<file path="src/rtl/traffic_pkg.sv">
// Shared constants and helpers for the per-road countdown display.
// Durations are converted to BCD at elaboration; the segment decode is combinational.
package traffic_pkg;

  localparam int LIGHT_RED = 2;
  localparam int LIGHT_YEL = 1;
  localparam int LIGHT_GRN = 0;

  localparam int unsigned GREEN_S_DEF  = 40;
  localparam int unsigned YELLOW_S_DEF = 5;

  localparam logic [6:0] SEG_BLANK = 7'h7F;

  // Active-low segments {g,f,e,d,c,b,a}
  function automatic logic [6:0] bcd_to_seg7(input logic [3:0] bcd, input logic blank);
    logic [6:0] seg;
    if (blank) begin
      seg = SEG_BLANK;
    end else begin
      case (bcd)
        4'd0:    seg = 7'h40;
        4'd1:    seg = 7'h79;
        4'd2:    seg = 7'h24;
        4'd3:    seg = 7'h30;
        4'd4:    seg = 7'h19;
        4'd5:    seg = 7'h12;
        4'd6:    seg = 7'h02;
        4'd7:    seg = 7'h78;
        4'd8:    seg = 7'h00;
        4'd9:    seg = 7'h10;
        default: seg = SEG_BLANK;
      endcase
    end
    return seg;
  endfunction

  function automatic logic [7:0] bin_to_bcd(input int unsigned v);
    logic [3:0] tens;
    logic [3:0] ones;
    tens = 4'(v / 10);
    ones = 4'(v % 10);
    return {tens, ones};
  endfunction

  function automatic logic light_ok(input logic [2:0] light);
    return (light == 3'b001) || (light == 3'b010) || (light == 3'b100);
  endfunction

endpackage

</file>
<file path="src/rtl/road_countdown.sv">
// One road: loads the phase duration on a light change, then counts down in BCD to 00 and holds.
// Load one edge after the light change; outputs are decoded from registers only.
module road_countdown
  import traffic_pkg::*;
#(
  parameter int unsigned GREEN_S  = GREEN_S_DEF,
  parameter int unsigned YELLOW_S = YELLOW_S_DEF,
  parameter int unsigned RED_S    = GREEN_S_DEF + YELLOW_S_DEF
) (
  input  logic       clk_1Hz,
  input  logic       sys_rst_n,
  input  logic [2:0] light,
  output logic [6:0] seg_tens,
  output logic [6:0] seg_ones,
  output logic [7:0] bcd
);

  localparam logic [7:0] GRN_BCD = bin_to_bcd(GREEN_S);
  localparam logic [7:0] YEL_BCD = bin_to_bcd(YELLOW_S);
  localparam logic [7:0] RED_BCD = bin_to_bcd(RED_S);

  logic [2:0] prev_q,  prev_d;
  logic [7:0] count_q, count_d;
  logic       valid_q, valid_d;
  logic [7:0] dur;

  always_comb begin
    prev_d  = light;
    count_d = count_q;
    valid_d = valid_q;
    if (light[LIGHT_GRN])      dur = GRN_BCD;
    else if (light[LIGHT_YEL]) dur = YEL_BCD;
    else                       dur = RED_BCD;

    if (!light_ok(light)) begin
      count_d = 8'h00;
      valid_d = 1'b0;
    end else if (light != prev_q) begin
      count_d = dur;
      valid_d = 1'b1;
    end else if (count_q != 8'h00) begin
      // Ones digit borrows from tens; 00 is never reached from here, so no wrap to 99
      if (count_q[3:0] == 4'd0) count_d = {count_q[7:4] - 4'd1, 4'd9};
      else                      count_d = {count_q[7:4], count_q[3:0] - 4'd1};
    end
  end

  always_ff @(posedge clk_1Hz or negedge sys_rst_n) begin
    if (!sys_rst_n) begin
      prev_q  <= 3'b000;
      count_q <= 8'h00;
      valid_q <= 1'b0;
    end else begin
      prev_q  <= prev_d;
      count_q <= count_d;
      valid_q <= valid_d;
    end
  end

  assign bcd      = count_q;
  assign seg_tens = bcd_to_seg7(count_q[7:4], !valid_q || (count_q[7:4] == 4'd0));
  assign seg_ones = bcd_to_seg7(count_q[3:0], !valid_q);

endmodule

</file>
<file path="src/rtl/traffic_countdown.sv">
// Two road countdowns plus a sticky fault for conflicting or illegal light buses.
// Fault registers one edge after the condition and clears only on reset.
module traffic_countdown
  import traffic_pkg::*;
#(
  parameter int unsigned GREEN_S  = GREEN_S_DEF,
  parameter int unsigned YELLOW_S = YELLOW_S_DEF,
  parameter int unsigned RED_S    = GREEN_S + YELLOW_S
) (
  input  logic       clk_1Hz,
  input  logic       sys_rst_n,
  input  logic [2:0] A_Light,
  input  logic [2:0] B_Light,
  output logic [6:0] a_seg_tens,
  output logic [6:0] a_seg_ones,
  output logic [6:0] b_seg_tens,
  output logic [6:0] b_seg_ones,
  output logic [7:0] a_bcd,
  output logic [7:0] b_bcd,
  output logic       fault
);

  if (GREEN_S < 1 || GREEN_S > 99 || YELLOW_S < 1 || YELLOW_S > 99 || RED_S > 99) begin : g_bad_duration
    $error("traffic_countdown: phase durations must fit in two BCD digits");
  end

  road_countdown #(.GREEN_S(GREEN_S), .YELLOW_S(YELLOW_S), .RED_S(RED_S)) u_road_a (
    .clk_1Hz  (clk_1Hz),
    .sys_rst_n(sys_rst_n),
    .light    (A_Light),
    .seg_tens (a_seg_tens),
    .seg_ones (a_seg_ones),
    .bcd      (a_bcd)
  );

  road_countdown #(.GREEN_S(GREEN_S), .YELLOW_S(YELLOW_S), .RED_S(RED_S)) u_road_b (
    .clk_1Hz  (clk_1Hz),
    .sys_rst_n(sys_rst_n),
    .light    (B_Light),
    .seg_tens (b_seg_tens),
    .seg_ones (b_seg_ones),
    .bcd      (b_bcd)
  );

  logic fault_q, fault_d;
  logic fault_cond;

  // At least one road must always be red
  assign fault_cond = !light_ok(A_Light) || !light_ok(B_Light) ||
                      (!A_Light[LIGHT_RED] && !B_Light[LIGHT_RED]);

  always_comb begin
    fault_d = fault_q | fault_cond;
  end

  always_ff @(posedge clk_1Hz or negedge sys_rst_n) begin
    if (!sys_rst_n) fault_q <= 1'b0;
    else            fault_q <= fault_d;
  end

  assign fault = fault_q;

endmodule

</file>
<file path="config.mk">
export PLATFORM = sky130hd
export DESIGN_NAME = traffic_countdown
export DESIGN_NICKNAME = d
export VERILOG_FILES = /design/src/rtl/traffic_pkg.sv /design/src/rtl/road_countdown.sv /design/src/rtl/traffic_countdown.sv
export SDC_FILE = /design/constraint.sdc
export NUM_CORES = 1
export LEC_CHECK = 0
export CORE_AREA = 2 2 71 80
export CTS_BUF_LIST = sky130_fd_sc_hd__clkbuf_4 sky130_fd_sc_hd__clkbuf_8 sky130_fd_sc_hd__clkbuf_16
export DETAILED_ROUTE_END_ITERATION = 8
export DIE_AREA = 0 0 73 82
export PLACE_DENSITY = 0.71
export SLEW_MARGIN = 20
export SYNTH_ARGS = -nofsm -noshare
export SYNTH_HDL_FRONTEND = slang
export SYNTH_HIERARCHICAL = 1
export SYNTH_SLANG_ARGS = --single-unit
</file>
<file path="constraint.sdc">
create_clock -name clk_1Hz -period 3.7 [get_ports clk_1Hz]
set_input_delay 0.37 -clock clk_1Hz [delete_from_list [all_inputs] [get_ports clk_1Hz]]
set_output_delay 0.37 -clock clk_1Hz [all_outputs]
set_load 0.02 [all_outputs]
</file>
After elaboration in Yosys (flattened, before gate mapping):

Memory sizes are Yosys's and may differ from the RTL's.
Cells that the tools add are included.

* register bits: 25
* memory bits (read-only): 448
* input port bits: 8
* output and inout bits: 45
* logic and storage cells: 75
* memories: 4

Memory list
* (name not given): words 16, width 7, rd ports 1, clocked after Yosys merged registers in 0, write ports 0, RTL line traffic_pkg.sv:20 `case (bcd)`
* (name not given): words 16, width 7, rd ports 1, clocked after Yosys merged registers in 0, write ports 0, RTL line traffic_pkg.sv:20
* (name not given): words 16, width 7, rd ports 1, clocked after Yosys merged registers in 0, write ports 0, RTL line traffic_pkg.sv:20
* (name not given): words 16, width 7, rd ports 1, clocked after Yosys merged registers in 0, write ports 0, RTL line traffic_pkg.sv:20

* add/sub/neg operators: 4
* equal/unequal tests: 14
* multiplexer cells: 20
* bitwise operators: 1
* reduce and logical (&&, ||, !) cells: 23

Operator list (number)
* 8-bit 2-to-1 mux: 8
* 7-bit 2-to-1 mux: 8
* 4-bit zero test: 4
* 8-bit nonzero test: 2
* 4-bit by 1-bit subtractor with 4-bit output (second input constant): 4
* 3-bit by 1-bit inequality test with 1-bit output (second input constant): 4
* 1-bit logical OR: 8
* 3-bit by 1-bit == test with 1-bit output (second input constant): 2
* 3-bit by 2-bit == test with 1-bit output (second input constant): 2
* 3-bit == test (second input constant): 2
* 1-bit zero test: 6
* 3-bit inequality test: 2
* 1-bit 2-to-1 mux: 4
* 2-bit by 1-bit inequality test with 1-bit output (second input constant): 2
* 2-bit AND reduction: 2
* 1-bit logical AND: 1
* 1-bit OR: 1

Depth between registers and ports, before layout:

Gate-level depths: netlist (run 1).

* depth in word-level cells: 7
* mapped depth: 7
* mapped depth without buffers: 6

Modules after synthesis:

Netlist (run 1), hierarchy kept.

Modules (own cells, without submodules)
* road_countdown at u_road_b: times used 1, cells an instance 138, area an instance 1106.1 µm², sequential area each 300.3 µm²
* road_countdown at u_road_a: times used 1, cells an instance 136, area an instance 1064.8 µm², sequential area each 300.3 µm²
* traffic_countdown: times used 1, cells an instance 10, area an instance 88.8 µm², sequential area each 25.0 µm²

Least setup slack after synthesis (run 1):

OpenSTA, ideal clock, no wires.

* path type: reg2out
* start point: reg u_road_b.count_q[4] (netlist: u_road_b/bcd[4])
* end point: out b_seg_tens[0]
* arrival time: 1845 ps
* required time: 3330 ps
* path slack: 1485 ps
* stages on the path, launching flop included: 7
* path buffers: 1
* cells stage by stage: dfrtp_1 inv_1 ha_1 or3b_2 and3_1 clkbuf_1 o21ai_0

* longest elaborated chain between the ends: 3
* elaborated cells on any way between the ends: 4
* classes of those cells: 1 x mux; 2 x reduce/logical; 1 x memory

Ends and longest elaborated chain
* start, declared: RTL line road_countdown.sv:23 `logic [7:0] count_q, count_d;`
* start signal, assigned: RTL line road_countdown.sv:55 `count_q <= count_d;`
* parallel branches: the longest is 2 deep, another holds memory read 16 x 7 bit
* 7-bit 2-to-1 mux (*): RTL line traffic_pkg.sv:17 `if (blank) begin`
* end, declared: RTL line traffic_countdown.sv:16 `output logic [6:0] b_seg_tens,`

Mark *: on every way between the ends.

Worst setup path in the final report (run 1):

* start point: reg u_road_b.count_q[4] (netlist: u_road_b/bcd[4])
* end point: out b_seg_tens[3]

The elaborated chain is that of the path after synthesis.

==> impl_metrics.ini, run 1 <==
[die]
io_pins = 53
rows = 28
start_util_pct = 43.29
die_w_um = 73
die-area_um2 = 5986
die_h_um = 82
core_um2 = 5220

[power]
cellLeakagePower_nw = 1.122
switching_share_pct = 36.11
pwr-share-comb_pct = 40.5
p_int_w = 0.0005116
seq_power_share_pct = 40.2
p_sw_w = 0.0002891
ir_drop_mv = 0.2763
powerDensity_nw_per_um2 = 285.2
power_frac_clock_pct = 19.3

[grt]
grt_max_degree = 26
grt_first_pass_wirelength_um = 8197
gr-total-overflow = 0
grt_usage_pct = 16.60
grt_pass1_vias = 1845
antenna_found_initial = 0

[clock_tree]
clock_sinks = 25
root_buffer = clkbuf_8
clkTransAtPathRegs_ns = 0.08
clk_path_buf_depth = 2
htreeDepth = 1
cts_hold_buf = 0
clkLatencyLatePin_ns = 0.26
cts_tree = done
post_cts_buffers = 0
cts_inserted_buffers = 3
post_cts_resized = 0

[routing]
drt_wl_total_um = 4817
wl_per_cell_um = 12.54
drc = 0
first_pass_iters = 4
vias = 2049
drtIter0Drc = 68
via_per_inst = 5.336
ant_nets = 0

[timing]
finalSetupViolCount = 0
fmax_ghz = 0.3379
rsz0062_at_grt = false
fin_tns_setup_ns = 0
timing.slew.headroom_pct = 50.64
timing.final.crit_share_pct = 79.98
post-route-min-period_ns = 2.959
slew_viol_final = 0
hold_viol_final = 0
tightestPinTransition_ns = 0.7388
skew_ns = 0.002939

[yosys]
synth_fa_ha_area_share_pct = 13.29
synth_top_family_by_area = simple AND/OR/NAND/NOR gates
synth_cell_types = 53
ys_seq_elements = 25
synth_xor_area_share_pct = 5.371
ys_seq_area_share_pct = 27.69
synth.area.mux_share_pct = 0.4430
synth_area_per_cell_um2 = 7.957
synth_area_um2 = 2260
synth_nets = 316
yosys_warnings = 6
synth_compound_area_share_pct = 19.44
synthCells = 284
synthSimpleGateAreaFrac_pct = 27.02

[setup_path]
required_ns = 3.33
setup.worst_path.start_class = flop
worstPathArrival_ns = 2.59
endpoint_kind = primary output
crit_path_max_fanout = 7
crit_type = flop to primary output

[cells_and_area]
nets = 357
layout.cells.non_filler = 384
diodes = 0
area_growth_pct = 24.25
drive_gt1_share_pct = 6.173

[place]
hpwlAfterDp_um = 3591
place_congestion = 0.8213
placed_cells = 380
port_buffers = 52

[min_path]
hold_class = input pin to asynchronous set/reset pin

[run_status]
status = completed

[flow_run]
maxCapViolCount = 0
## power groups by stage
stage          logic [W]  clock network (W)  registers [W]
2_1_floorplan   0.000218                  0       0.000316
3_3_place_gp    0.000323                  0       0.000326
3_5_place_dp    0.000325                  0       0.000327
4_1_cts         0.000326           0.000163       0.000321
5_1_grt         0.000363           0.000172       0.000326
6_report        0.000324           0.000155       0.000322
## flip-flops by register name, summed over array words and instances, names as in the netlist
signal and flops:
u_road_a/valid_q 1, u_road_b/bcd 8, u_road_b/prev_q 3, u_road_b/valid_q 1, fault 1, u_road_a/bcd 8, u_road_a/prev_q 3
## worst paths after layout
| check | from | endpoint | slack [ns] | cells past startpoint |
|---|---|---|---|---|
| min in group clk_1Hz | fault | fault | 0.50 | 1 |
| max reg2reg | u_road_b/bcd[0] | u_road_b/bcd[6] | 1.37 | 6 |
| min reg2reg | fault | fault | 0.50 | 1 |
| min | sys_rst_n | u_road_b/prev_q[0] | 0.08 | 1 |
| max in group asynchronous | sys_rst_n | u_road_a/bcd[7] | 3.25 | 1 |
| max | u_road_b/bcd[4] | b_seg_tens[3] | 0.74 | 6 |
## cells in the final DEF (no fill, tap or decap), drive strengths merged, types with 5 or more instances in the layout
master / netlist / routed
nand2b: 9 / 9
or3b: 5 / 5
dfrtp: 25 / 25
clkdlybuf4s50: 0 / 51
inv: 17 / 17
nor2: 36 / 36
xnor2: 11 / 11
nor3: 6 / 6
nand2: 20 / 20
o21ai: 34 / 34
ha: 24 / 24
nor3b: 7 / 7
a21oi: 25 / 25
nand3: 6 / 6
## final cells by class
| type | count | area, um^2 |
|---|---|---|
| clock buffer | 3 | 41.29 |
| fill | 496 | 2412 |
| inverter | 17 | 63.81 |
| tap | 60 | 75.07 |
| timing repair buffer | 52 | 515.5 |
| sequential | 25 | 625.6 |
| clock inverter | 1 | 5.005 |
| multi-input combinational | 226 | 1481 |
## worst max-delay path, stage by stage (launching register included)
cell and delay [ns]:
dfrtp_1 0.47, inv_1 0.14, ha_1 0.20, or3b_2 0.51, and3_1 0.27, o21ai_0 0.10
clkdlybuf4s50_1 0.64
## layer usage
metal  share of wire [%]  global-route usage (%)  vias to the layer above  wire length, um
li1                    -                       -                     1070                -
met1                  49                   22.38                      949             2341
met2                  49                   27.84                       28             2348
met3                 2.2                   2.699                        2              106
met4                0.44                   3.704                        0               21
met5                   0                       0                        -                0
## cells in the mapped netlist, drive strengths merged
library cell  instances  share of area (%)
a211oi                1               0.33
a21o                  1               0.33
a21oi                25                5.5
a221o                 1               0.44
a22oi                 1               0.33
a311oi                1               0.39
a31oi                 2               0.55
and2                  2               0.66
and2b                 1               0.33
and3                  3                1.1
and4                  1               0.39
buf                   6                2.3
clkbuf               10                1.7
dfrtp                25                 28
ha                   24                 13
inv                  17                2.8
mux2i                 1               0.44
nand2                20                3.3
nand2b                9                2.6
nand3                 6                1.3
nand4                 3               0.83
nor2                 36                6.1
nor2b                 3               0.83
nor3                  6                1.3
nor3b                 7                2.8
nor4b                 1               0.66
nor4bb                2               0.89
o2111ai               2               0.78
o21a                  1               0.33
o21ai                34                7.5
o22ai                 3               0.83
o31ai                 1               0.33
o32a                  2               0.94
o32ai                 2               0.78
or2                   2               0.55
or2b                  1               0.33
or3                   2               0.55
or3b                  5                2.0
or4b                  1               0.44
xnor2                11                4.6
xor2                  2               0.78
## stage by stage
| step | power, W | hold slack, ns | setup WS, ns | utilization [%] | cell area (um^2) |
|---|---|---|---|---|---|
| detailed placement | 0.0006523 | 0.4764 | 1.019 | 53.00 | 2766 |
| floorplan | 0.0005337 | 0.07441 | 1.485 | - | 2260 |
| global placement | 0.0006487 | 0.4765 | 1.143 | 53.00 | 2766 |
| CTS | 0.0008111 | 0.5005 | 0.7143 | 53.88 | 2813 |
| finish | 0.0008007 | 0.08287 | 0.7407 | 53.79 | 2808 |
| global route | 0.0008616 | 0.1198 | 0.5972 | 53.79 | 2808 |
## cells by family (layout without fill, tap and decap cells)
group	count (synthesis)	after routing
multiplexers	1	1
XOR/XNOR	13	13
adder cells (fa/ha/maj)	24	24
flip-flops	25	25
buffers and inverters	33	73
AO/OA/AOI/OAI	77	77
AND/OR/NAND/NOR	111	111
(Power assumes the default switching activity.)
==> run 2: changes to the inputs <==
- clock period: 3.7 -> 3 ns (I/O delays scaled with it)
==> run 2 against run 1 <==
  * Cell area rose by 0.98%
  * Sequential cell count did not move
  * Cell count rose by 0.78%
  * Register-to-register slack got worse by 0.38 ns
  * Sequential power rose by 21%
  * Routed wire length fell by 4.0%
  * Clock power rose by 24%
  * Critical path type unchanged
  * Largest power group unchanged
==> impl_metrics.ini, run 2 (synthesis gave the netlist of run 1 again) <==
[routing]
wl_per_cell_um = 11.95
ant_nets = 0
vias = 2028
drtIter0Drc = 96
drc = 0
first_pass_iters = 4
drt_wl_total_um = 4623
via_per_inst = 5.240

[clock_tree]
clock_sinks = 25
clkLatencyLatePin_ns = 0.26
cts_hold_buf = 0
post_cts_buffers = 0
post_cts_resized = 0
clk_path_buf_depth = 2
root_buffer = clkbuf_8
cts_inserted_buffers = 3
cts_tree = done
htreeDepth = 1
clkTransAtPathRegs_ns = 0.09

[die]
core_um2 = 5220
die-area_um2 = 5986
rows = 28
start_util_pct = 43.29
die_h_um = 82
die_w_um = 73
io_pins = 53

[place]
place_congestion = 0.8218
hpwlAfterDp_um = 3524
port_buffers = 52

[timing]
whs_ns = 0.3888
rsz0062_at_grt = false
slew_viol_final = 0
fmax_ghz = 0.3520
post-route-min-period_ns = 2.841
tightestPinTransition_ns = 0.4230
hold_viol_final = 0
timing.slew.headroom_pct = 71.71
fin_tns_setup_ns = 0
timing.final.crit_share_pct = 94.70
finalSetupViolCount = 0
skew_ns = 0.004224

[setup_path]
crit_type = flop to primary output
setup.worst_path.start_class = flop
crit_path_max_fanout = 7
endpoint_kind = primary output
required_ns = 2.70
worstPathArrival_ns = 2.54

[cells_and_area]
multiInputGateArea_um2 = 1481
final_common_cell = clkdlybuf4s50_1
drive_gt1_share_pct = 6.728
final_cell_mix = clkdlybuf4s50_1, nor2_1, o21ai_0
post-route-util_pct = 54.31
regArea_um2 = 625.6
area_growth_pct = 25.47
diodes = 0
fillers = 509
nets = 360

[power]
ir_drop_mv = 0.2642
cellLeakagePower_nw = 1.137
powerDensity_nw_per_um2 = 350.8

[min_path]
hold_class = input pin to asynchronous set/reset pin

[grt]
grt_pass1_vias = 1810
gr-total-overflow = 0
grt_first_pass_wirelength_um = 7907
grt_usage_pct = 15.72
grt_max_degree = 26
antenna_found_initial = 0

[run_status]
status = completed

[flow_run]
maxCapViolCount = 0
==> run 2: layout make-up <==
class,count,share of cell area [%]
multi-input combinational,226,52.25
sequential,25,22.07
timing repair buffer,55,19.15
tap,60,2.648
inverter,17,2.251
clock buffer,3,1.456
clock inverter,1,0.1765
==> run 2: worst paths after layout <==
kind | startpoint | endpoint | slack (ns) | depth (start not counted)
min in group clk_1Hz | fault | fault | 0.50 | 1
min | sys_rst_n | u_road_a/prev_q[0] | 0.39 | 2
min reg2reg | fault | fault | 0.50 | 1
max reg2reg | u_road_b/bcd[5] | u_road_b/bcd[6] | 0.99 | 5
max in group asynchronous | sys_rst_n | u_road_a/bcd[5] | 2.37 | 2
max | u_road_b/bcd[5] | b_seg_tens[0] | 0.16 | 6
==> run 2: report_power, final <==
| part | switching, W | internal, W |
|---|---|---|
| combinational | 0.000219 | 0.000192 |
| sequential | 0.0000377 | 0.000353 |
| clock | 0.0000996 | 0.0000925 |
==> run 2: critical path, stage by stage, from the launching register on <==
cell	delay [ns]
dfrtp_1	0.45
inv_1	0.15
ha_1	0.20
or3b_2	0.50
and3_1	0.26
o21ai_0	0.09
clkdlybuf4s50_1	0.62
==> run 2: routing by layer <==
metal	routed length, um	global-route usage, %	vias up
met1	2217	21.44	918
met4	29	2.778	0
met2	2243	27.21	32
li1	-	-	1074
met5	0	0	-
met3	132	1.472	4
==> run 2: per-stage QoR <==
step	total power [W]	setup WS, ns	instances	instance area, um^2
3_3_place_gp	0.0008080	0.5119	383	2789
3_5_place_dp	0.0008100	0.4463	383	2789
6_report	0.0009947	0.1589	387	2835
4_1_cts	0.001005	0.1444	387	2835
2_1_floorplan	0.0006582	0.8547	284	2260
5_1_grt	0.001066	0.01327	387	2835
